===== config.mk =====
export PLATFORM = sky130hd
export DESIGN_NAME = vga_timing_gen
export DESIGN_NICKNAME = d
export VERILOG_FILES = /design/src/rtl/vga_timing_gen.sv
export SDC_FILE = /design/constraint.sdc
export NUM_CORES = 1
export LEC_CHECK = 0
export ABC_AREA = 0
export BUFFER_PORTS_ARGS = -buffer_cell sky130_fd_sc_hd__buf_4
export CORE_MARGIN = 3
export CORE_UTILIZATION = 50
export DETAILED_ROUTE_END_ITERATION = 8
export GPL_TIMING_DRIVEN = 0
export PLACE_DENSITY = 0.74
export SYNTH_ARGS = -nofsm -noshare
export SYNTH_HDL_FRONTEND = slang
export SYNTH_SLANG_ARGS = --single-unit
export TNS_END_PERCENT = 1

===== constraint.sdc =====
create_clock -name clk -period 2.5 [get_ports clk]
set_input_delay 0.25 -clock clk [delete_from_list [all_inputs] [get_ports clk]]
set_output_delay 0.25 -clock clk [all_outputs]
set_load 0.1 [all_outputs]

===== src/rtl/vga_timing_gen.sv =====
// vga_timing_gen: parametrised VGA raster timing generator; VGA_TIMING_FRAME_CNT_EN adds frame_cnt
module vga_timing_gen #(
  parameter int H_AV  = 640,
  parameter int H_FP  = 16,
  parameter int H_SP  = 96,
  parameter int H_BP  = 48,
  parameter int V_AV  = 480,
  parameter int V_FP  = 11,
  parameter int V_SP  = 2,
  parameter int V_BP  = 32,
  parameter bit H_POL = 1'b0,
  parameter bit V_POL = 1'b0,
  parameter int CW    = 11
) (
  input  logic          clk,
  input  logic          reset,
  input  logic          pix_en,
  output logic          hSync,
  output logic          vSync,
  output logic [CW-1:0] x,
  output logic [CW-1:0] y,
  output logic          valid,
  output logic          line_start,
`ifdef VGA_TIMING_FRAME_CNT_EN
  output logic [7:0]    frame_cnt,
`endif
  output logic          frame_start
);
  localparam logic [CW-1:0] H_LAST = CW'(H_AV + H_FP + H_SP + H_BP - 1);
  localparam logic [CW-1:0] V_LAST = CW'(V_AV + V_FP + V_SP + V_BP - 1);
  localparam logic [CW-1:0] H_ACT  = CW'(H_AV);
  localparam logic [CW-1:0] V_ACT  = CW'(V_AV);
  localparam logic [CW-1:0] HS_ON  = CW'(H_AV + H_FP);
  localparam logic [CW-1:0] HS_OFF = CW'(H_AV + H_FP + H_SP);
  localparam logic [CW-1:0] VS_ON  = CW'(V_AV + V_FP);
  localparam logic [CW-1:0] VS_OFF = CW'(V_AV + V_FP + V_SP);
  logic [CW-1:0] nx, ny;
  logic          h_wrap, f_wrap;
  // next raster position; sync/valid are decoded from it so they line up with x/y
  always_comb begin
    h_wrap = x == H_LAST;
    f_wrap = h_wrap && y == V_LAST;
    nx     = h_wrap ? '0 : x + 1'b1;
    ny     = h_wrap ? (y == V_LAST ? '0 : y + 1'b1) : y;
  end
  // position, decoded outputs and one-clk start pulses; reset parks on the last blanking pixel
  always_ff @(posedge clk) begin
    if (reset) begin
      x           <= H_LAST;
      y           <= V_LAST;
      valid       <= 1'b0;
      hSync       <= ~H_POL;
      vSync       <= ~V_POL;
      line_start  <= 1'b0;
      frame_start <= 1'b0;
    end else begin
      line_start  <= pix_en && h_wrap;
      frame_start <= pix_en && f_wrap;
      if (pix_en) begin
        x     <= nx;
        y     <= ny;
        valid <= nx < H_ACT && ny < V_ACT;
        hSync <= (nx >= HS_ON && nx < HS_OFF) ? H_POL : ~H_POL;
        vSync <= (ny >= VS_ON && ny < VS_OFF) ? V_POL : ~V_POL;
      end
    end
  end
`ifdef VGA_TIMING_FRAME_CNT_EN
  // frame counter steps with each frame_start pulse
  always_ff @(posedge clk) begin
    if (reset) frame_cnt <= '0;
    else if (pix_en && f_wrap) frame_cnt <= frame_cnt + 1'b1;
  end
`endif
endmodule


==> results of run 1 <==
==> synth_stat cells (3+ instances only) <==
cell | n | area share
o21ai_0 | 18 | 0.052
nand2_1 | 23 | 0.050
xor2_1 | 6 | 0.030
xnor2_1 | 4 | 0.020
nor4_1 | 4 | 0.014
inv_1 | 5 | 0.011
or3_1 | 4 | 0.014
nand2b_1 | 3 | 0.011
and2_1 | 4 | 0.014
nand4_1 | 5 | 0.018
nor3_1 | 8 | 0.023
ha_1 | 3 | 0.022
nor2_1 | 22 | 0.048
a31oi_1 | 4 | 0.014
and3_1 | 6 | 0.022
dfxtp_1 | 27 | 0.31
nand3_1 | 9 | 0.026
a21oi_1 | 16 | 0.046
nand4b_1 | 3 | 0.015
clkbuf_1 | 13 | 0.028
o311ai_0 | 3 | 0.015
==> cells in the final DEF (no fill, tap or decap), types with 6 or more instances in the layout <==
cell / n
nor2_1: 22
buf_4: 36
nor3_1: 8
dfxtp_2: 12
nand3_1: 8
dfxtp_1: 9
clkbuf_1: 9
and3_1: 6
dfxtp_4: 6
a21oi_1: 16
o21ai_0: 18
nand2_1: 23
==> final timing paths <==
check                    start                 end  slack (ns)  depth (start not counted)
max          x[6]$_SDFFE_PP0P_  vSync$_SDFFE_PP1P_        0.01                          8
min reg2reg  x[0]$_SDFFE_PP1P_   x[0]$_SDFFE_PP1P_        0.48                          1
max reg2reg  x[6]$_SDFFE_PP0P_  vSync$_SDFFE_PP1P_        0.01                          8
min                      reset  y[10]$_SDFFE_PP0P_        0.34                          2
==> stage by stage <==
stage / utilization / total power, mW
final: 0.695 / 1.40
after global routing: 0.695 / 1.47
after CTS: 0.674 / 1.35
after detailed placement: 0.639 / 1.10
after global placement: 0.639 / 1.10
after floorplan: - / 0.979
==> per-layer routing <==
metal  vias to the layer above  GRT usage  wire length [um]
li1                        921          -                 -
met1                       869      0.374              2420
met2                        86      0.367              2150
met3                        10     0.0329               430
met4                         0     0.0923                87
met5                         -          0                 0
==> critical path, stage by stage, from the launching register on <==
cell and delay, ns:
dfxtp_4 0.40, or4b_4 0.60, or3_4 0.36, buf_6 0.15
nor4_4 0.12, a21o_1 0.15, o311ai_2 0.12, nor4_2 0.32
o221ai_1 0.16
==> repair_timing <==
action                     CTS  global route
setup endpoints to repair    1             6
pin swaps                   10             8
hold endpoints to repair     0             0
resized for setup            7            13
cloned                       0             0
buffers inserted             8             3
==> registers in the layout, summed over array words and instances (netlist names) <==
| name | cells |
|---|---|
| y | 11 |
| hSync | 1 |
| frame_start | 1 |
| vSync | 1 |
| x | 11 |
| line_start | 1 |
| valid | 1 |
==> cells by family (layout without fill, tap and decap cells) <==
| logic type | Yosys count | in the layout | share of synthesized area |
|---|---|---|---|
| adder cells (fa/ha/maj) | 3 | 3 | 0.0217 |
| flip-flops | 27 | 27 | 0.312 |
| AO/OA/AOI/OAI | 62 | 62 | 0.226 |
| buffers and inverters | 23 | 60 | 0.0513 |
| AND/OR/NAND/NOR | 106 | 106 | 0.338 |
| XOR/XNOR | 10 | 10 | 0.0506 |
==> final cells by class <==
type,count,share of cell area
buffer,12,0.0244
clock buffer,3,0.0102
clock inverter,1,0.00227
inverter,6,0.0102
multi-input combinational,181,0.534
sequential,27,0.262
tap,44,0.0249
timing repair buffer,38,0.133
==> power groups by stage <==
stage,Combinational (mW),Sequential [mW],Clock [mW]
5_1_grt,0.725,0.521,0.227
3_5_place_dp,0.586,0.512,0
2_1_floorplan,0.271,0.708,0
6_report,0.685,0.514,0.203
3_3_place_gp,0.585,0.512,0
4_1_cts,0.640,0.503,0.210
==> results.sh, run 1 <==
export IMPL_status="finished clean"
export IMPL_finalCritPeriodShare=0.995
export IMPL_yosysSeqAreaShare=0.312
export IMPL_swShare=0.474
export IMPL_min_period_ns=2.49
export IMPL_dp_hpwl_mm=3.27
export IMPL_coreArea_mm2=0.00318
export IMPL_drv_slew=0
export IMPL_dpl_cell_area_mm2=0.00203
export IMPL_track_usage=0.252
export IMPL_ios=30
export IMPL_fp_dieW_um=64.9
export IMPL_fin_ws_ns=0.0120
export IMPL_syn_area_mm2=0.00173
export IMPL_maxCapViolations=0
export IMPL_max_slew_worst_pin_slew_ns=0.619
export IMPL_fmax_mhz=402
export IMPL_final_cell_area_mm2=0.00221
export IMPL_diodes=0
export IMPL_cell_internal_pwr_mw=0.738
export IMPL_synth_edff_count=0
export IMPL_setup_worst_path_class="reg -> reg"
export IMPL_insertion_delay_ns=0.34
export IMPL_pwr_share_seq=0.367
export IMPL_drive_above_1_share=0.284
export IMPL_numCtsBuffers=3
export IMPL_synth_distinct_cells=53
export IMPL_rsz0062_at_grt="true"
export IMPL_port_buffers=27
export IMPL_ys_seq_elements=27
export IMPL_switchingPower_mw=0.664
export IMPL_end_kind="register"
export IMPL_multi_input_area_mm2=0.00118
export IMPL_hold_viol=0
export IMPL_finalWirelength_mm=5.09
export IMPL_via_per_inst=6.04
export IMPL_peakVddDrop_v=0.000402
export IMPL_p_leak_nw=0.826
export IMPL_remaining_drc_errors=0
export IMPL_maxSlewHeadroom=0.588
export IMPL_nFillCells=278
export IMPL_grt_max_degree=16
export IMPL_register_area_um2=578
export IMPL_grt_pass1_wl_mm=8.33
export IMPL_stdcell_count=312
export IMPL_power_density_mw_per_mm2=635
export IMPL_synth_ff_type="dfxtp_1"
export IMPL_yosysWarningCount=0
export IMPL_fp_dieH_um=64.9
export IMPL_area_delta_synth_final_pct=27.5
export IMPL_hold_path_class="in -> reg"
export IMPL_syn_num_nets=237
export IMPL_synth_area_per_cell_um2=7.50
export IMPL_dieArea_mm2=0.00421
export IMPL_htree_levels=1
export IMPL_grt_overflow_total=0
export IMPL_row_count=20
export IMPL_combPwrFrac=0.488
export IMPL_vias=1886
export IMPL_dpl_cell_count=302
export IMPL_worst_path_max_fanout=7
export IMPL_antenna_found_initial=0
export IMPL_clk_path_buf_depth=2
export IMPL_fin_skew_ns=0.00517
export IMPL_start_kind="register"
export IMPL_p_clk_frac=0.145
export IMPL_root_buffer="clkbuf_4"
export IMPL_dr_first_iter_drc_count=296
export IMPL_cp_arrival_ns=2.71
export IMPL_gp_congestion=0.895
export IMPL_cts_tree="built"
export IMPL_setup_viol=0
export IMPL_tns_ns=0
export IMPL_grt_pass1_vias=1682
export IMPL_routedWlPerCell_um=16.3
export IMPL_drtAntennaViolNets=0
export IMPL_cp_required_ns=2.72
export IMPL_initial_core_util=0.545
export IMPL_hold_ws_ns=0.341
export IMPL_pre_cts_slack_ns=-0.141
export IMPL_dr_pass1_iters=4
export IMPL_async_flop_share=0
export IMPL_nNetsFinal=275
export IMPL_ctsHoldBuffers=0
export IMPL_cts_sinks=27
export IMPL_clkTransAtPathRegs_ns=0.16
export IMPL_synth_cells=231
Power figures use the tool's default switching activity.
==> run 2, diff against run 1 <==
--- a/config.mk
+++ b/config.mk
@@ -7,11 +7,12 @@
 export LEC_CHECK = 0
 export ABC_AREA = 0
 export BUFFER_PORTS_ARGS = -buffer_cell sky130_fd_sc_hd__buf_4
+export CELL_PAD_IN_SITES_DETAIL_PLACEMENT = 1
+export CELL_PAD_IN_SITES_GLOBAL_PLACEMENT = 1
 export CORE_MARGIN = 3
-export CORE_UTILIZATION = 50
+export CORE_UTILIZATION = 25
 export DETAILED_ROUTE_END_ITERATION = 8
-export GPL_TIMING_DRIVEN = 0
-export PLACE_DENSITY = 0.74
+export PLACE_DENSITY = 0.54
 export SYNTH_ARGS = -nofsm -noshare
 export SYNTH_HDL_FRONTEND = slang
 export SYNTH_SLANG_ARGS = --single-unit
==> run 2 against run 1 <==
  * Sequential power fell by 2%
  * Die area rose by 89%
  * Via count fell by 3.3%
  * Combinational power fell by 6.1%
  * Final area fell by 0.34%
  * Clock-buffer cell count rose by 1
  * Clock power rose by 34%
  * Sequential share of layout area barely moved
  * Register-to-register slack improved by 0.06 ns
  * Sequential cell count did not move
  * Critical path type unchanged
==> results.sh, run 2 (synthesized netlist as in run 1, its figures left out) <==
export IMPL_setup_viol=0
export IMPL_numCtsBuffers=3
export IMPL_cpLargestDelayFamily="simple AND/OR/NAND/NOR gates"
export IMPL_p_leak_nw=0.819
export IMPL_hold_viol=0
export IMPL_mostFrequentLayoutCells="42 x buf_4, 23 x nand2_1, 22 x nor2_1"
export IMPL_met2_usage=0.275
export IMPL_vias=1823
export IMPL_fin_util=0.337
export IMPL_max_stage_delay_ns=0.58
export IMPL_remaining_drc_errors=0
export IMPL_tns_ns=0
export IMPL_max_slew_worst_pin_slew_ns=0.410
export IMPL_grt_overflow_total=0
export IMPL_r2r_setup_slack_ns=0.07
export IMPL_diodes=0
export IMPL_row_count=29
export IMPL_fmax_mhz=411
export IMPL_dieArea_mm2=0.00796
export IMPL_clk_path_buf_depth=2
export IMPL_insertion_delay_ns=0.28
export IMPL_final_common_cell="buf_4"
export IMPL_cp_arrival_ns=2.59
export IMPL_grt_pass1_wl_mm=9.66
export IMPL_nNetsFinal=267
export IMPL_slowest_stage="or4b_4"
export IMPL_coreArea_mm2=0.00653
export IMPL_finalWirelength_mm=5.94
export IMPL_path_cells="or4b_4 > nor3_4 > nand4_1 > xor2_2 > buf_4 > nand4bb_4 > nor4_2 > o221ai_1"
export IMPL_root_buffer="clkbuf_8"
export IMPL_fp_dieH_um=89.2
export IMPL_power_density_mw_per_mm2=645
export IMPL_met1_usage=0.204
export IMPL_worst_path_max_fanout=5
export IMPL_port_buffers=29
export IMPL_clkTransAtPathRegs_ns=0.11
export IMPL_grt_max_degree=28
export IMPL_track_usage=0.157
export IMPL_end_kind="register"
export IMPL_crit_buf_inv=1
export IMPL_stdcell_count=337
export IMPL_dp_hpwl_mm=4.29
export IMPL_peakVddDrop_v=0.000229
export IMPL_htree_levels=1
export IMPL_ctsHoldBuffers=0
export IMPL_area_delta_synth_final_pct=27.1
export IMPL_ios=30
export IMPL_antenna_found_initial=0
export IMPL_final_cell_area_mm2=0.00220
export IMPL_hold_path_class="in -> reg"
export IMPL_maxSlewHeadroom=0.726
export IMPL_initial_core_util=0.265
export IMPL_cts_sinks=27
export IMPL_drtAntennaViolNets=0
export IMPL_gp_congestion=0.812
export IMPL_fp_dieW_um=89.2
export IMPL_dr_first_iter_drc_count=62
export IMPL_dpl_cell_area_mm2=0.00209
export IMPL_status="finished clean"
export IMPL_top_usage_layer="met2"
export IMPL_drv_slew=0
export IMPL_via_per_inst=5.41
export IMPL_finalCritPeriodShare=0.973
export IMPL_setup_worst_path_class="reg -> reg"
export IMPL_start_kind="register"
export IMPL_drive_above_1_share=0.285
export IMPL_use_met3=0.0212
export IMPL_dr_pass1_iters=4
export IMPL_reg_top3="x x11, y x11"
export IMPL_maxCapViolations=0
export IMPL_dpl_cell_count=330
export IMPL_cp_required_ns=2.66
export IMPL_min_period_ns=2.43
export IMPL_fin_skew_ns=0.00440
export IMPL_grt_pass1_vias=1832
export IMPL_cts_tree="built"
export IMPL_finalPower_mw=1.42
export IMPL_routedWlPerCell_um=17.6
[run 2: final cells by class]
class / count / area [um^2]
sequential: 27 / 576
fill: 801 / 4330
timing repair buffer: 42 / 315
clock buffer: 4 / 45.0
multi-input combinational: 181 / 1150
tap: 77 / 96.3
inverter: 6 / 22.5
[run 2: path summary, 6_finish.rpt]
| path | start | cells past startpoint | to |
|---|---|---|---|
| setup / recovery | x[7]$_SDFFE_PP0P_ | 8 | vSync$_SDFFE_PP1P_ |
| hold / removal | reset | 2 | y[5]$_SDFFE_PP0P_ |
| setup reg to reg | x[7]$_SDFFE_PP0P_ | 8 | vSync$_SDFFE_PP1P_ |
| hold reg to reg | x[0]$_SDFFE_PP1P_ | 1 | x[0]$_SDFFE_PP1P_ |
[run 2: metrics by stage]
stage	hold WS [ns]	worst slack, ns
2_1_floorplan	0.558	-0.0322
3_3_place_gp	0.456	0.0970
3_5_place_dp	0.461	0.0437
4_1_cts	0.302	0.0125
5_1_grt	0.316	-0.0473
6_report	0.303	0.0683
[run 2: power by group]
part / total (mW) / internal [mW] / switching, mW
sequential: 0.505 / 0.462 / 0.0431
combinational: 0.643 / 0.185 / 0.457
clock: 0.272 / 0.115 / 0.157
[run 2: what timing repair did]
action                                  4_1_cts  5_1_grt
endpoints found under the setup margin        0        1
hold endpoints to repair                      0        0
resized for setup                             0        6
setup buffers                                 0        3
[run 2: routing by layer]
metal,wire [um],share of wire
met3,132,0.022
met5,0,0
met1,2870,0.48
met2,2910,0.49
met4,29,0.0049
==> run 3, diff against run 2 <==
--- a/config.mk
+++ b/config.mk
@@ -6,13 +6,13 @@
 export NUM_CORES = 1
 export LEC_CHECK = 0
 export ABC_AREA = 0
+export ABC_CLOCK_PERIOD_IN_PS = 2500
 export BUFFER_PORTS_ARGS = -buffer_cell sky130_fd_sc_hd__buf_4
-export CELL_PAD_IN_SITES_DETAIL_PLACEMENT = 1
-export CELL_PAD_IN_SITES_GLOBAL_PLACEMENT = 1
 export CORE_MARGIN = 3
 export CORE_UTILIZATION = 25
 export DETAILED_ROUTE_END_ITERATION = 8
-export PLACE_DENSITY = 0.54
+export PLACE_DENSITY = 0.42
+export SLEW_MARGIN = 25
 export SYNTH_ARGS = -nofsm -noshare
 export SYNTH_HDL_FRONTEND = slang
 export SYNTH_SLANG_ARGS = --single-unit
==> run 3 against run 2 <==
  * Largest cell class unchanged
  * Sequential share of layout area decreased by 0.37 points
  * Worst hold slack got worse by 0.0073 ns
  * Largest power group unchanged
  * Maximum frequency grew 0.44%
==> results.sh, run 3 (synthesized netlist as in run 1, its figures left out) <==
export IMPL_drv_slew=0
export IMPL_reg_top3="x x11, y x11"
export IMPL_p_leak_nw=0.830
export IMPL_drtAntennaViolNets=0
export IMPL_maxSlewHeadroom=0.625
export IMPL_clk_path_buf_depth=2
export IMPL_end_kind="register"
export IMPL_nNetsFinal=265
export IMPL_final_cell_area_mm2=0.00223
export IMPL_insertion_delay_ns=0.29
export IMPL_vias=1735
export IMPL_multi_input_area_mm2=0.00119
export IMPL_cp_required_ns=2.67
export IMPL_pre_cts_slack_ns=0.0111
export IMPL_dieArea_mm2=0.00796
export IMPL_htree_levels=1
export IMPL_port_buffers=29
export IMPL_r2r_setup_slack_ns=0.08
export IMPL_status="finished clean"
export IMPL_nFillCells=691
export IMPL_fp_dieW_um=89.2
export IMPL_hold_viol=0
export IMPL_antenna_found_initial=0
export IMPL_cts_tree="built"
export IMPL_track_usage=0.142
export IMPL_min_period_ns=2.42
export IMPL_finalCritPeriodShare=0.968
export IMPL_worst_path_max_fanout=5
export IMPL_whs_path_depth=2
export IMPL_reg2reg_from="x[0]$_SDFFE_PP1P_"
export IMPL_row_count=29
export IMPL_clkTransAtPathRegs_ns=0.11
export IMPL_root_buffer="clkbuf_8"
export IMPL_final_common_cell="buf_4"
export IMPL_mostFrequentLayoutCells="40 x buf_4, 23 x nand2_1, 22 x nor2_1"
export IMPL_fin_skew_ns=0.00698
export IMPL_cpLargestDelayFamily="simple AND/OR/NAND/NOR gates"
export IMPL_start_kind="register"
export IMPL_grt_max_degree=28
export IMPL_numCtsBuffers=3
export IMPL_maxCapViolations=0
export IMPL_cp_arrival_ns=2.59
export IMPL_hp_start="reset"
export IMPL_dr_first_iter_drc_count=116
export IMPL_dpl_cell_area_mm2=0.00207
export IMPL_r2r_end="vSync$_SDFFE_PP1P_"
export IMPL_hold_ws_ns=0.296
export IMPL_register_area_um2=576
export IMPL_grt_pass1_vias=1696
export IMPL_hold_path_class="in -> reg"
export IMPL_grt_overflow_total=0
export IMPL_max_stage_delay_ns=0.49
export IMPL_holdPathEnd="y[1]$_SDFFE_PP0P_"
export IMPL_fin_util=0.342
export IMPL_reg2reg_depth=9
export IMPL_area_delta_synth_final_pct=28.9
export IMPL_ctsHoldBuffers=0
export IMPL_path_cells="ha_4 > nand4b_1 > buf_4 > or4_4 > a21oi_2 > o22ai_2 > nand4bb_4 > nor4_4 > o221ai_2"
export IMPL_coreArea_mm2=0.00653
export IMPL_finalWirelength_mm=5.38
export IMPL_fmax_mhz=413
export IMPL_setup_worst_path_class="reg -> reg"
export IMPL_dp_hpwl_mm=3.83
export IMPL_slowest_stage="or4_4"
export IMPL_drive_above_1_share=0.298
export IMPL_setup_viol=0
export IMPL_gp_congestion=0.787
export IMPL_cts_sinks=27
export IMPL_fp_dieH_um=89.2
export IMPL_routedWlPerCell_um=16.1
export IMPL_max_slew_worst_pin_slew_ns=0.554
export IMPL_dr_pass1_iters=4
export IMPL_initial_core_util=0.265
export IMPL_rsz0062_at_grt="true"
export IMPL_crit_buf_inv=1
export IMPL_fin_ws_ns=0.0790
export IMPL_remaining_drc_errors=0
export IMPL_peakVddDrop_v=0.000300
export IMPL_ios=30
export IMPL_power_density_mw_per_mm2=643
export IMPL_via_per_inst=5.18
export IMPL_grt_pass1_wl_mm=8.82
export IMPL_diodes=0
## run 3: per-stage QoR
step	setup TNS, ns	cells	total power [mW]
6_report	0	335	1.43
5_1_grt	-0.00411	335	1.53
4_1_cts	0	332	1.43
3_5_place_dp	0	328	1.13
3_3_place_gp	0	328	1.14
2_1_floorplan	-0.0322	231	0.979
## run 3: routing by layer
| layer | routed length, um | track usage | up-vias |
|---|---|---|---|
| met5 | 0 | 0 | - |
| met4 | 43 | 0.0298 | 0 |
| met3 | 195 | 0.0249 | 4 |
| met2 | 2600 | 0.241 | 32 |
| met1 | 2540 | 0.188 | 796 |
| li1 | - | - | 903 |
## run 3: cell type report
class / instances / area share
clock buffers: 3 / 0.0185
inverters: 6 / 0.0101
clock inverters: 1 / 0.00392
flip-flops and latches: 27 / 0.258
repair buffers: 40 / 0.135
multi-input cells: 181 / 0.532
well taps: 77 / 0.0432
## run 3: worst max path at each step
stage / from / end / slack (ns) / cells after the start
after floorplan: x[7]$_SDFFE_PP0P_ / vSync$_SDFFE_PP1P_ / -0.03 / 8
after global placement: x[5]$_SDFFE_PP0P_ / vSync$_SDFFE_PP1P_ / 0.07 / 7
after detailed placement: x[5]$_SDFFE_PP0P_ / vSync$_SDFFE_PP1P_ / 0.01 / 7
after CTS: x[5]$_SDFFE_PP0P_ / vSync$_SDFFE_PP1P_ / 0.02 / 7
after global routing: x[0]$_SDFFE_PP1P_ / vSync$_SDFFE_PP1P_ / -0.004 / 9
final: x[0]$_SDFFE_PP1P_ / vSync$_SDFFE_PP1P_ / 0.08 / 9
## run 3: what timing repair did
action	CTS	global route
resized for setup	1	11
pin swaps	0	11
setup buffers	0	3
endpoints found under the setup margin	1	1
## run 3: report_power, final
part	switching, mW	internal [mW]	leakage (nW)
sequential	0.0515	0.463	0.223
combinational	0.446	0.191	0.581
clock	0.166	0.118	0.0261
